### config.mk
export PLATFORM = sky130hd
export DESIGN_NAME = branch_pred_table
export DESIGN_NICKNAME = d
export VERILOG_FILES = /design/src/rtl/branch_pred_table.sv
export SDC_FILE = /design/constraint.sdc
export NUM_CORES = 1
export LEC_CHECK = 0
export BUFFER_PORTS_ARGS = -buffer_cell sky130_fd_sc_hd__buf_2
export CELL_PAD_IN_SITES_DETAIL_PLACEMENT = 1
export CELL_PAD_IN_SITES_GLOBAL_PLACEMENT = 2
export CORE_MARGIN = 10
export CORE_UTILIZATION = 33
export CTS_CLUSTER_DIAMETER = 120
export DETAILED_ROUTE_END_ITERATION = 7
export PLACE_DENSITY_LB_ADDON = 0.1
export SLEW_MARGIN = 30
export SYNTH_ARGS = -nofsm -noshare
export SYNTH_HDL_FRONTEND = slang
export SYNTH_SLANG_ARGS = --single-unit
### constraint.sdc
create_clock -name clk -period 3.49 [get_ports clk]
set_clock_uncertainty 0.1 [all_clocks]
set_input_delay 0.1745 -clock clk [delete_from_list [all_inputs] [get_ports clk]]
set_output_delay 0.1745 -clock clk [all_outputs]
set_load 0.05 [all_outputs]
### src/rtl/branch_pred_table.sv
// ---------------------------------------------------------------------------
// branch_pred_table
//
// Branch direction predictor for the pipelined LEGv8 core. The table holds
// 2^IDX_W saturating CTR_W-bit counters. Each counter is indexed by the
// word-aligned fetch PC. When HIST_W > 0, the index is also XORed with a
// global history register (gshare). When HIST_W = 0, the table is a plain
// bimodal predictor.
//
// The lookup is made in fetch. The prediction is registered and appears one
// cycle later. The table index used travels down the pipe with the
// prediction and comes back on upd_idx when the branch resolves. The
// counter at that index is then trained.
//
// A saturating mispredict counter records every resolved branch where the
// predicted and actual directions differ.
//
// Parameters
//   PC_W    program counter width
//   IDX_W   table index width (depth = 2^IDX_W)
//   CTR_W   counter width per entry; the predictor says taken when the MSB is 1
//   HIST_W  global history bits (0 = bimodal, 1..IDX_W = gshare)
//   MISS_W  mispredict counter width
//
// Ports
//   clk         clock; all state changes on the rising edge
//   reset       synchronous, active-low reset
//   lookup_en   request a prediction for lookup_pc this cycle
//   lookup_pc   fetch PC of the branch
//   pred_valid  registered: a prediction is available (1 cycle after lookup_en)
//   pred_taken  registered: predicted direction
//   pred_idx    registered: table index used for the prediction
//   upd_en      a conditional branch resolved this cycle
//   upd_idx     index that was returned with the prediction
//   upd_taken   actual branch outcome
//   upd_guess   direction that was predicted for this branch
//   ghr         global history register (1 bit wide and tied to 0 when bimodal)
//   miss_cnt    saturating count of resolved mispredicts
// ---------------------------------------------------------------------------
module branch_pred_table #(
    parameter int PC_W   = 64,
    parameter int IDX_W  = 4,
    parameter int CTR_W  = 2,
    parameter int HIST_W = 0,
    parameter int MISS_W = 16
) (
    input  logic                                   clk,
    input  logic                                   reset,
    input  logic                                   lookup_en,
    input  logic [PC_W-1:0]                        lookup_pc,
    output logic                                   pred_valid,
    output logic                                   pred_taken,
    output logic [IDX_W-1:0]                       pred_idx,
    input  logic                                   upd_en,
    input  logic [IDX_W-1:0]                       upd_idx,
    input  logic                                   upd_taken,
    input  logic                                   upd_guess,
    output logic [((HIST_W > 0) ? HIST_W : 1)-1:0] ghr,
    output logic [MISS_W-1:0]                      miss_cnt
);

    localparam int DEPTH = 1 << IDX_W;
    localparam int GHR_W = (HIST_W > 0) ? HIST_W : 1;

    // Reset value of every counter: the weakest "taken" state (MSB set, rest clear).
    localparam logic [CTR_W-1:0] CTR_INIT = CTR_W'(1 << (CTR_W - 1));

    // ------------------------------------------------------------------
    // State
    // ------------------------------------------------------------------
    // The counters are kept in flip-flops rather than block RAM. All
    // entries must return to the weakly-taken value in a single reset
    // cycle, and a block RAM cannot be cleared that way.
    logic [CTR_W-1:0]  ctr_reg [DEPTH];
    logic [GHR_W-1:0]  ghr_reg;
    logic [GHR_W-1:0]  ghr_next;
    logic              pred_valid_reg;
    logic              pred_taken_reg;
    logic [IDX_W-1:0]  pred_idx_reg;
    logic [MISS_W-1:0] miss_cnt_reg;
    logic [MISS_W-1:0] miss_cnt_next;

    // ------------------------------------------------------------------
    // Combinational datapath
    // ------------------------------------------------------------------
    logic [IDX_W-1:0] lookup_idx;
    logic [CTR_W-1:0] upd_ctr;
    logic [CTR_W-1:0] upd_ctr_next;
    logic [CTR_W-1:0] lookup_ctr;
    logic             upd_hits_lookup;
    logic             mispredict;

    // PC bits [1:0] are always zero for aligned instructions. The bits above
    // the index field do not take part in the index. Both groups are folded
    // into one signal so that their non-use is explicit.
    logic unused_pc_bits;
    generate
        if (PC_W > IDX_W + 2) begin : g_pc_upper
            assign unused_pc_bits = ^{lookup_pc[PC_W-1:IDX_W+2], lookup_pc[1:0]};
        end else begin : g_pc_exact
            assign unused_pc_bits = ^lookup_pc[1:0];
        end
    endgenerate

    // In bimodal mode, ghr_reg is held at zero, so the XOR below is a no-op.
    // The index uses the history value from before any same-cycle update.
    assign lookup_idx = lookup_pc[IDX_W+1:2] ^ IDX_W'(ghr_reg);

    // There is one read port for the training path. Only the addressed
    // entry is ever rewritten.
    assign upd_ctr = ctr_reg[upd_idx];

    always_comb begin
        upd_ctr_next = upd_ctr;
        if (upd_taken) begin
            if (upd_ctr != {CTR_W{1'b1}}) begin
                upd_ctr_next = upd_ctr + 1'b1;
            end
        end else begin
            if (upd_ctr != {CTR_W{1'b0}}) begin
                upd_ctr_next = upd_ctr - 1'b1;
            end
        end
    end

    // A lookup can hit the entry that is being trained in the same cycle.
    // In that case the lookup sees the freshly trained value, so the
    // prediction never uses a stale counter.
    assign upd_hits_lookup = upd_en && (upd_idx == lookup_idx);

    always_comb begin
        lookup_ctr = ctr_reg[lookup_idx];
        if (upd_hits_lookup) begin
            lookup_ctr = upd_ctr_next;
        end
    end

    // Global history shift. The newest outcome enters at bit 0.
    generate
        if (HIST_W == 0) begin : g_bimodal
            assign ghr_next = '0;
        end else if (HIST_W == 1) begin : g_hist_one
            assign ghr_next = upd_taken;
        end else begin : g_hist_multi
            assign ghr_next = {ghr_reg[GHR_W-2:0], upd_taken};
        end
    endgenerate

    assign mispredict = (upd_guess != upd_taken);

    // Saturating increment: the counter sticks at all-ones instead of wrapping.
    always_comb begin
        miss_cnt_next = miss_cnt_reg;
        if (mispredict && (miss_cnt_reg != {MISS_W{1'b1}})) begin
            miss_cnt_next = miss_cnt_reg + 1'b1;
        end
    end

    // ------------------------------------------------------------------
    // Counter table: one register per entry. An entry changes only when
    // it is the one addressed by the update.
    // ------------------------------------------------------------------
    genvar gi;
    generate
        for (gi = 0; gi < DEPTH; gi++) begin : g_entry
            always_ff @(posedge clk) begin
                if (!reset) begin
                    ctr_reg[gi] <= CTR_INIT;
                end else if (upd_en && (upd_idx == IDX_W'(gi))) begin
                    ctr_reg[gi] <= upd_ctr_next;
                end
            end
        end
    endgenerate

    // ------------------------------------------------------------------
    // Prediction pipeline register, history and mispredict counter.
    // Reset discards any prediction that is in flight.
    // ------------------------------------------------------------------
    always_ff @(posedge clk) begin
        if (!reset) begin
            pred_valid_reg <= 1'b0;
            pred_taken_reg <= 1'b0;
            pred_idx_reg   <= '0;
            ghr_reg        <= '0;
            miss_cnt_reg   <= '0;
        end else begin
            if (lookup_en) begin
                pred_valid_reg <= 1'b1;
                pred_taken_reg <= lookup_ctr[CTR_W-1];
                pred_idx_reg   <= lookup_idx;
            end else begin
                // pred_taken and pred_idx keep their last values.
                pred_valid_reg <= 1'b0;
            end

            if (upd_en) begin
                ghr_reg      <= ghr_next;
                miss_cnt_reg <= miss_cnt_next;
            end
        end
    end

    assign pred_valid = pred_valid_reg;
    assign pred_taken = pred_taken_reg;
    assign pred_idx   = pred_idx_reg;
    assign ghr        = ghr_reg;
    assign miss_cnt   = miss_cnt_reg;

endmodule
Yosys cells after proc, flatten, opt, wreduce, memory -nomap -nowiden
Memories as Yosys holds them, arrays and structs flattened.
Cells that the tools add are included.
Widths: inputs -> output; s select.
{ "op_classes": {"add_sub_neg": 3, "n_eq_ne": 19, "mux": 70, "bitwise_logic": 16, "reduce_logical": 21} }
{ "op_table": {"columns": ["operator", "n"], "rows": [
  ["$mux 1", 50],
  ["$mux 2", 20],
  ["$eq 4x4->1 const B", 8],
  ["$logic_and 1x1->1", 18],
  ["$add 16x1->16 const B", 1],
  ["$eq 4x3->1 const B", 4],
  ["$ne 16x16->1 const B", 1],
  ["$or 1x1->1", 16],
  ["$eq 4x2->1 const B", 2],
  ["$eq 4x1->1 const B", 1],
  ["$eq 4x4->1", 1],
  ["$logic_not 4->1", 1],
  ["$add 2x1->2 const B", 1],
  ["$ne 2x2->1 const B", 1],
  ["$reduce_and 2->1", 1],
  ["$reduce_bool 2->1", 1],
  ["$sub 2x1->2 const B", 1],
  ["$ne 1x1->1", 1]
]} }
{ "totals": {"regBits": 22, "ram_bits": 32, "memories": 1} }
{ "mem_list": {"columns": ["name", "words", "width", "read_ports", "rd_ports_with_merged_regs", "write_ports", "line", "source"], "rows": [
  ["ctr_reg", 16, 2, 2, 0, 16, "74", "logic [CTR_W-1:0] ctr_reg [DEPTH];"]
]} }

Logic depth before layout (Yosys ltp)
Gate-level depths: netlist (run 1).
{ "logic_depth": {"ltp_word": 6, "depth_mapped": 9} }

Worst setup path after synthesis (run 1)
Ideal clock, no wire load.
{ "synth_path": {"path_type": "register -> register", "start": "register miss_cnt_reg[0] (netlist: miss_cnt[0])", "end": "register miss_cnt_reg[2] (netlist: miss_cnt[2])", "arrival_time_ns": 2.265, "required_time_ns": 3.262, "setup_slack_ns": 0.997, "path_stages_with_launch": 8, "path_buffers": 1, "period_less_slack_ns": 2.493, "cell_sequence": "dfxtp_1 -> ha_1 -> nand3_1 -> nor4_1 -> clkbuf_1 -> nor3b_1 -> xnor2_1 -> nor2_1"} }
{ "synth_via": {"elab_chain_len": 3, "word_cells_on_any_way": 4, "cone_classes": "add/sub: 1; eq/ne: 1; reduce/logical: 2"} }
{ "synth_lines": {"columns": ["element", "line", "source"], "rows": [
  ["start, declared", "80", "logic [MISS_W-1:0] miss_cnt_reg;"],
  ["start signal, assigned", "199", "miss_cnt_reg <= miss_cnt_next;"],
  ["branches (longest 3 deep; another with $add 16x1->16)", null, null]
]} }
Several ways; the timed one is not identified.
A chain may end at the register's enable or synchronous reset.

==> results of run 1 <==
-- layer usage --
layer	track usage, %	vias up	wire [um]
met2	17.55	52	3287
met3	3.751	6	553
met1	17.48	1070	3887
li1	-	1031	-
met4	2.538	0	72
met5	0	-	0
-- power breakdown --
part / leakage [uW] / total [uW] / switching (uW) / internal [uW]
Combinational: 0.000543 / 163 / 113 / 49.7
Sequential: 0.000453 / 697 / 8.24 / 689
Clock: 0.0000561 / 397 / 214 / 183
Total: 0.00105 / 1260 / 335 / 922
-- kinds of logic (layout without fill, tap and decap cells) --
family | count (synthesis) | after routing | share of synthesized area, %
adder cells (fa/ha/maj) | 3 | 3 | 1.136
AND/OR/NAND/NOR | 119 | 119 | 20.28
flip-flops | 54 | 54 | 48.95
other | 1 | 1 | 0.1310
XOR/XNOR | 18 | 18 | 5.507
AO/OA/AOI/OAI | 28 | 28 | 5.463
multiplexers | 23 | 23 | 14.16
buffers and inverters | 22 | 50 | 4.371
-- final cells by class --
class                      instances  area, um^2
clock inverter                     2       10.01
inverter                           5       18.77
tap                              105       131.4
timing repair buffer              37       190.2
fill                             976        5152
sequential                        54        1401
clock buffer                       6       93.84
multi-input combinational        192        1343
-- worst reg2reg max path, stage by stage (launching register included) --
cell and delay (ns):
edfxtp_1 0.38, mux4_2 0.54, mux2_1 0.33, a21oi_1 0.16, o32a_1 0.68, nand3_1 0.17
-- cell usage in the layout, fill, tap and decap left out, types with 5 or more instances in the layout --
master,netlist,layout
edfxtp_1,32,32
nor2_1,41,41
o21ai_1,17,17
nor4_1,9,8
mux2i_1,6,6
buf_2,1,35
xnor2_1,14,14
nand4_1,5,5
dfxtp_1,22,22
mux4_2,12,12
nand3_1,25,25
nand2_1,16,16
clkbuf_8,0,5
inv_1,5,5
-- path summary, 6_finish.rpt --
path / from / endpoint / cells after the start
max reg2reg: ctr_reg[10][0] / ctr_reg[3][1] / 5
min reg2reg: pred_idx[1] / pred_idx[1] / 2
max: ctr_reg[10][0] / ctr_reg[3][1] / 5
min: lookup_pc[4] / pred_idx[2] / 3
-- per-stage QoR --
stage	utilization [%]	instance area [um^2]	worst slack (ns)
CTS	38.22	3188	0.8633
finish	38.22	3188	0.8421
global route	38.22	3188	0.7007
floorplan	-	2863	0.9971
global placement	36.98	3084	0.6386
detailed placement	36.98	3084	0.6315
==> out/results.ini, run 1 <==
[status]
outcome=finished clean

[setup_path]
cp_slowest_cell=o32a_1
crit_required_ns=3.41
r2r_slack_ns=0.84
crit_buf_inv=0
worstPathMaxFanout=17
worstPathCellList=mux4_2 > mux2_1 > a21oi_1 > o32a_1 > nand3_1
startpoint_type=flop
slowest_delay_ns=0.68
cp-end-kind=flop
crit_family=multiplexers
worstSetupPathType=flop to flop
crit_arrival_ns=2.57

[floorplanning]
start_util_pct=34.32
die_area_um2=12800
rows=33
die_h_um=113.1
core_area_um2=8341
io_pins=97
fp.dieW_um=113.1

[detailed_routing]
drtAntennaViolNets=0
drt_wl_total_um=7800
drc=0
via_per_inst=5.384
drtPass1Iterations=4
vias=2159
drtIter0Drc=85
wire_per_inst_um=19.45

[synth]
synth_cell_type_count=43
synth.avg_cell_area_um2=10.68
synth_seq_cells=54
yosysMostFrequentCell=nor2_1
ys_top_cells_by_area=edfxtp_1 (34%), dfxtp_1 (15%), mux4_2 (9.4%), nor2_1 (5.4%), nand3_1 (4.4%)
synth_common_cells=nor2_1 (41), edfxtp_1 (32), nand3_1 (25), dfxtp_1 (22), o21ai_1 (17)
synth-seq-area-share_pct=48.95
synth_nets=343
yosys_warnings=0
synthFlopType=edfxtp_1
syn_area_um2=2863
synth_top_area_cell=edfxtp_1
synth_edf_count=32
synth_top_area_share_pct=33.57
synth-async-reset-ratio_pct=0
synthCells=268

[cts]
path_clk_slew_ns=0.10
clk_latency_ns=0.31
cts_setup_buffers=0
cts_max_level=2
clock-sinks=54
cts_resized=0
cts_tree=yes
clk_path_buf_depth=2
cts-root-buf=clkbuf_8
cts_buffers=5
ctsHoldBuffers=0

[placement]
numPortBuffers=35
hpwl_um=5861
gp_congestion=0.7777
dp.cells=393

[grt]
gr-total-overflow=0
grt_max_degree=28
grt_first_pass_wirelength_um=12630
track_usage_pct=12.21
antenna_found_initial=0
grt_pass1_vias=2246

[power_and_ir_drop]
vdd_drop_max_mv=0.1472
p_leak_uw=0.001052
power_density_nw_per_um2=394.4
total_power_uw=1257

[min_path]
hold_path.class=input port to flop

[flow_run]
drv_cap=0

[finish]
diodes=0
final_cells=401
area_growth_pct=11.36
largest_reg_flops=32
fin_nets=370
layout-drive-gt1-share_pct=22.30

[timing]
max_slew_margin_pct=39.75
worst_pin_slew_ns=0.9028
period_minus_slack_ns=2.648
fmax_mhz=377.7
fin_crit_sh_pct=75.87
hold_ws_ns=0.06105
setup_viol=0
rsz0062_at_grt=false
tns_ns=0
hold_viol=0
finalMaxSlewViolations=0

Power figures use the tool's default switching activity.
==> run 2: changes to the inputs <==
--- a/config.mk
+++ b/config.mk
@@ -9,7 +9,7 @@
 export CELL_PAD_IN_SITES_DETAIL_PLACEMENT = 1
 export CELL_PAD_IN_SITES_GLOBAL_PLACEMENT = 2
 export CORE_MARGIN = 10
-export CORE_UTILIZATION = 33
+export CORE_UTILIZATION = 28
 export CTS_CLUSTER_DIAMETER = 120
 export DETAILED_ROUTE_END_ITERATION = 7
 export PLACE_DENSITY_LB_ADDON = 0.1
==> constraint.sdc (replaced) <==
create_clock -name clk -period 2.2 [get_ports clk]
set_clock_uncertainty 0.1 [all_clocks]
set_input_delay 0.11 -clock clk [delete_from_list [all_inputs] [get_ports clk]]
set_output_delay 0.11 -clock clk [all_outputs]
set_load 0.05 [all_outputs]
==> out/results.ini, run 2 (same netlist as run 1, synthesis figures left out) <==
[placement]
hpwl_um=6349  ; +8.3%
dp_slack_ns=-0.1480  ; -0.7795 ns
gp_congestion=0.7431  ; -4.4%
numPortBuffers=35  ; unchanged

[setup_path]
crit_arrival_ns=2.10  ; -0.47 ns
worstPathCellList=mux4_2 > mux2_2 > a21oi_2 > o32a_1 > buf_6 > nand3_1
startpoint_type=flop
cp-end-kind=flop
timing.rr.start=ctr_reg[10][0]
r2r_end=ctr_reg[0][1]
worstSetupPathType=flop to flop
cp_slowest_cell=mux4_2
worstPathMaxFanout=9  ; -8
crit_required_ns=2.13  ; -1.28 ns
worstRegToRegCells=6  ; +1
slowest_delay_ns=0.49  ; -0.19 ns
r2r_slack_ns=0.02  ; -0.82 ns

[grt]
grt_pass1_vias=2294  ; +2.1%
gr-total-overflow=0  ; unchanged
grt_first_pass_wirelength_um=13050  ; +3.4%
track_usage_pct=11.37  ; -0.84 points
antenna_found_initial=0  ; unchanged
grt_max_degree=21  ; -25%

[timing]
worst_pin_slew_ns=0.5649  ; -0.3379 ns
setup_viol=0  ; unchanged
max_slew_margin_pct=62.26  ; +23 points
final.setup.worst_slack_ns=0.02253  ; -0.8195 ns
fin_crit_sh_pct=98.98  ; +23 points
fmax_mhz=459.2  ; +22%
period_minus_slack_ns=2.177  ; -0.4705 ns
hold_viol=0  ; unchanged
rsz0062_at_grt=true
tns_ns=0  ; unchanged
finalMaxSlewViolations=0  ; unchanged
hold_ws_ns=0.01701  ; -0.04404 ns

[floorplanning]
start_util_pct=29.02  ; -5.3 points
die_h_um=121.1  ; +7.0%
io_pins=97  ; unchanged
core_area_um2=9864  ; +18%
rows=36  ; +9.1%
fp.dieW_um=121.1  ; +7.0%
die_area_um2=14670  ; +15%

[flow_run]
drv_cap=0  ; unchanged

[cts]
clock-sinks=54  ; unchanged
clk_path_buf_depth=2  ; unchanged
cts_tree=yes
ctsHoldBuffers=0  ; unchanged
cts_max_level=2  ; unchanged
cts-root-buf=clkbuf_8
cts_buffers=5  ; unchanged
clk_latency_ns=0.30  ; about the same
path_clk_slew_ns=0.10  ; about the same
cts_setup_buffers=0  ; unchanged

[power_and_ir_drop]
vdd_drop_max_mv=0.3421  ; +130%
p_leak_uw=0.001118  ; +6.3%
pwr-share-comb_pct=14.2  ; +1.3 points
swShare_pct=25.93  ; -0.75 points
p_clk_share_pct=32.2  ; +0.6 points
p_sw_uw=535.4  ; +60%
power_density_nw_per_um2=609.6  ; +55%
intPower_uw=1529  ; +66%
seqPwrFrac_pct=53.6  ; -1.9 points

[min_path]
hold_end=pred_idx[3]
hold_path.class=input port to flop
hp-start=lookup_pc[5]
whs_path_depth=3  ; unchanged

[finish]
mostFrequentLayoutCells=nor2_1 (40), buf_2 (35), edfxtp_1 (32), dfxtp_1 (20)
largest_reg_flops=32  ; unchanged
fin_nets=380  ; +2.7%
final_common_cell=nor2_1
layout-drive-gt1-share_pct=30.07  ; +7.8 points
area_growth_pct=18.31
diodes=0  ; unchanged

[detailed_routing]
drtIter0Drc=87  ; +2.4%
vias=2159  ; unchanged
via_per_inst=4.918  ; -8.7%
drt_wl_total_um=8133  ; +4.3%
drtPass1Iterations=4  ; unchanged
wire_per_inst_um=18.53  ; -4.8%
drc=0  ; unchanged
drtAntennaViolNets=0  ; unchanged

[status]
outcome=finished clean

==> run 2: cell types whose count changed in the layout (fill, tap and decap cells not counted), moves of 2 or more <==
cell     before  now
buf_6         0    2
buf_4         2    9
nand2_2       0    3
nand3_1      25   17
nand3_2       0    8
nand2_1      16   13
dfxtp_1      22   20
dfxtp_2       0    2
mux2_4        1    3
==> run 2: through the flow <==
step	utilization (%)	power, uW	std cells	area (um^2)
global route	34.34	2165	439	3387
detailed placement	32.53	1414	431	3209
finish	34.34	2065	439	3387
global placement	32.53	1413	431	3209
floorplan	-	1326	268	2872
CTS	33.68	2095	439	3322
==> run 2: critical path, delay by kind of cell (launching register included) <==
kind            cells  cell delay, ns
mux                 2            0.81
compound gates      2            0.35
flops               1            0.39
simple gates        1            0.09
buf+inv             1            0.15
==> run 2: timing repair <==
item | in CTS | in global routing
setup endpoints to repair | 7 | 32
pin swaps | 1 | 0
resized for setup | 2 | 16
==> run 2: how the worst max path moves through the flow <==
stage                     slack (ns)  depth (start not counted)            from             to
after floorplan                 0.03                          6     miss_cnt[2]    miss_cnt[2]
after global placement         -0.14                          8      upd_idx[1]  ctr_reg[0][1]
after detailed placement       -0.15                          8      upd_idx[1]  ctr_reg[0][1]
after CTS                       0.02                          6   ctr_reg[3][1]  ctr_reg[0][1]
after global routing           -0.08                          6  ctr_reg[10][1]  ctr_reg[1][1]
final                           0.02                          6  ctr_reg[10][0]  ctr_reg[0][1]
==> run 2: cell type report <==
cell class	count	area, um^2
Clock inverter	3	40.04
Timing Repair Buffer	47	285.3
Inverter	5	18.77
Tap cell	133	166.4
Sequential cell	54	1404
Clock buffer	5	68.82
Multi-Input combinational cell	192	1404
Fill cell	1145	6477
==> run 2: power groups by stage <==
stage          Clock [uW]  Combinational (uW)  Sequential [uW]
2_1_floorplan           0                 164             1160
3_3_place_gp            0                 283             1130
3_5_place_dp            0                 284             1130
4_1_cts               700                 287             1110
5_1_grt               735                 320             1110
6_report              665                 293             1110
==> run 2: per-layer routing <==
| layer | vias up | GRT usage (%) | wire length (um) |
|---|---|---|---|
| met4 | 0 | 2.941 | 80 |
| met1 | 1079 | 15.72 | 4137 |
| met5 | - | 0 | 0 |
| met2 | 26 | 17.76 | 3713 |
| met3 | 4 | 2.141 | 201 |
| li1 | 1050 | - | - |
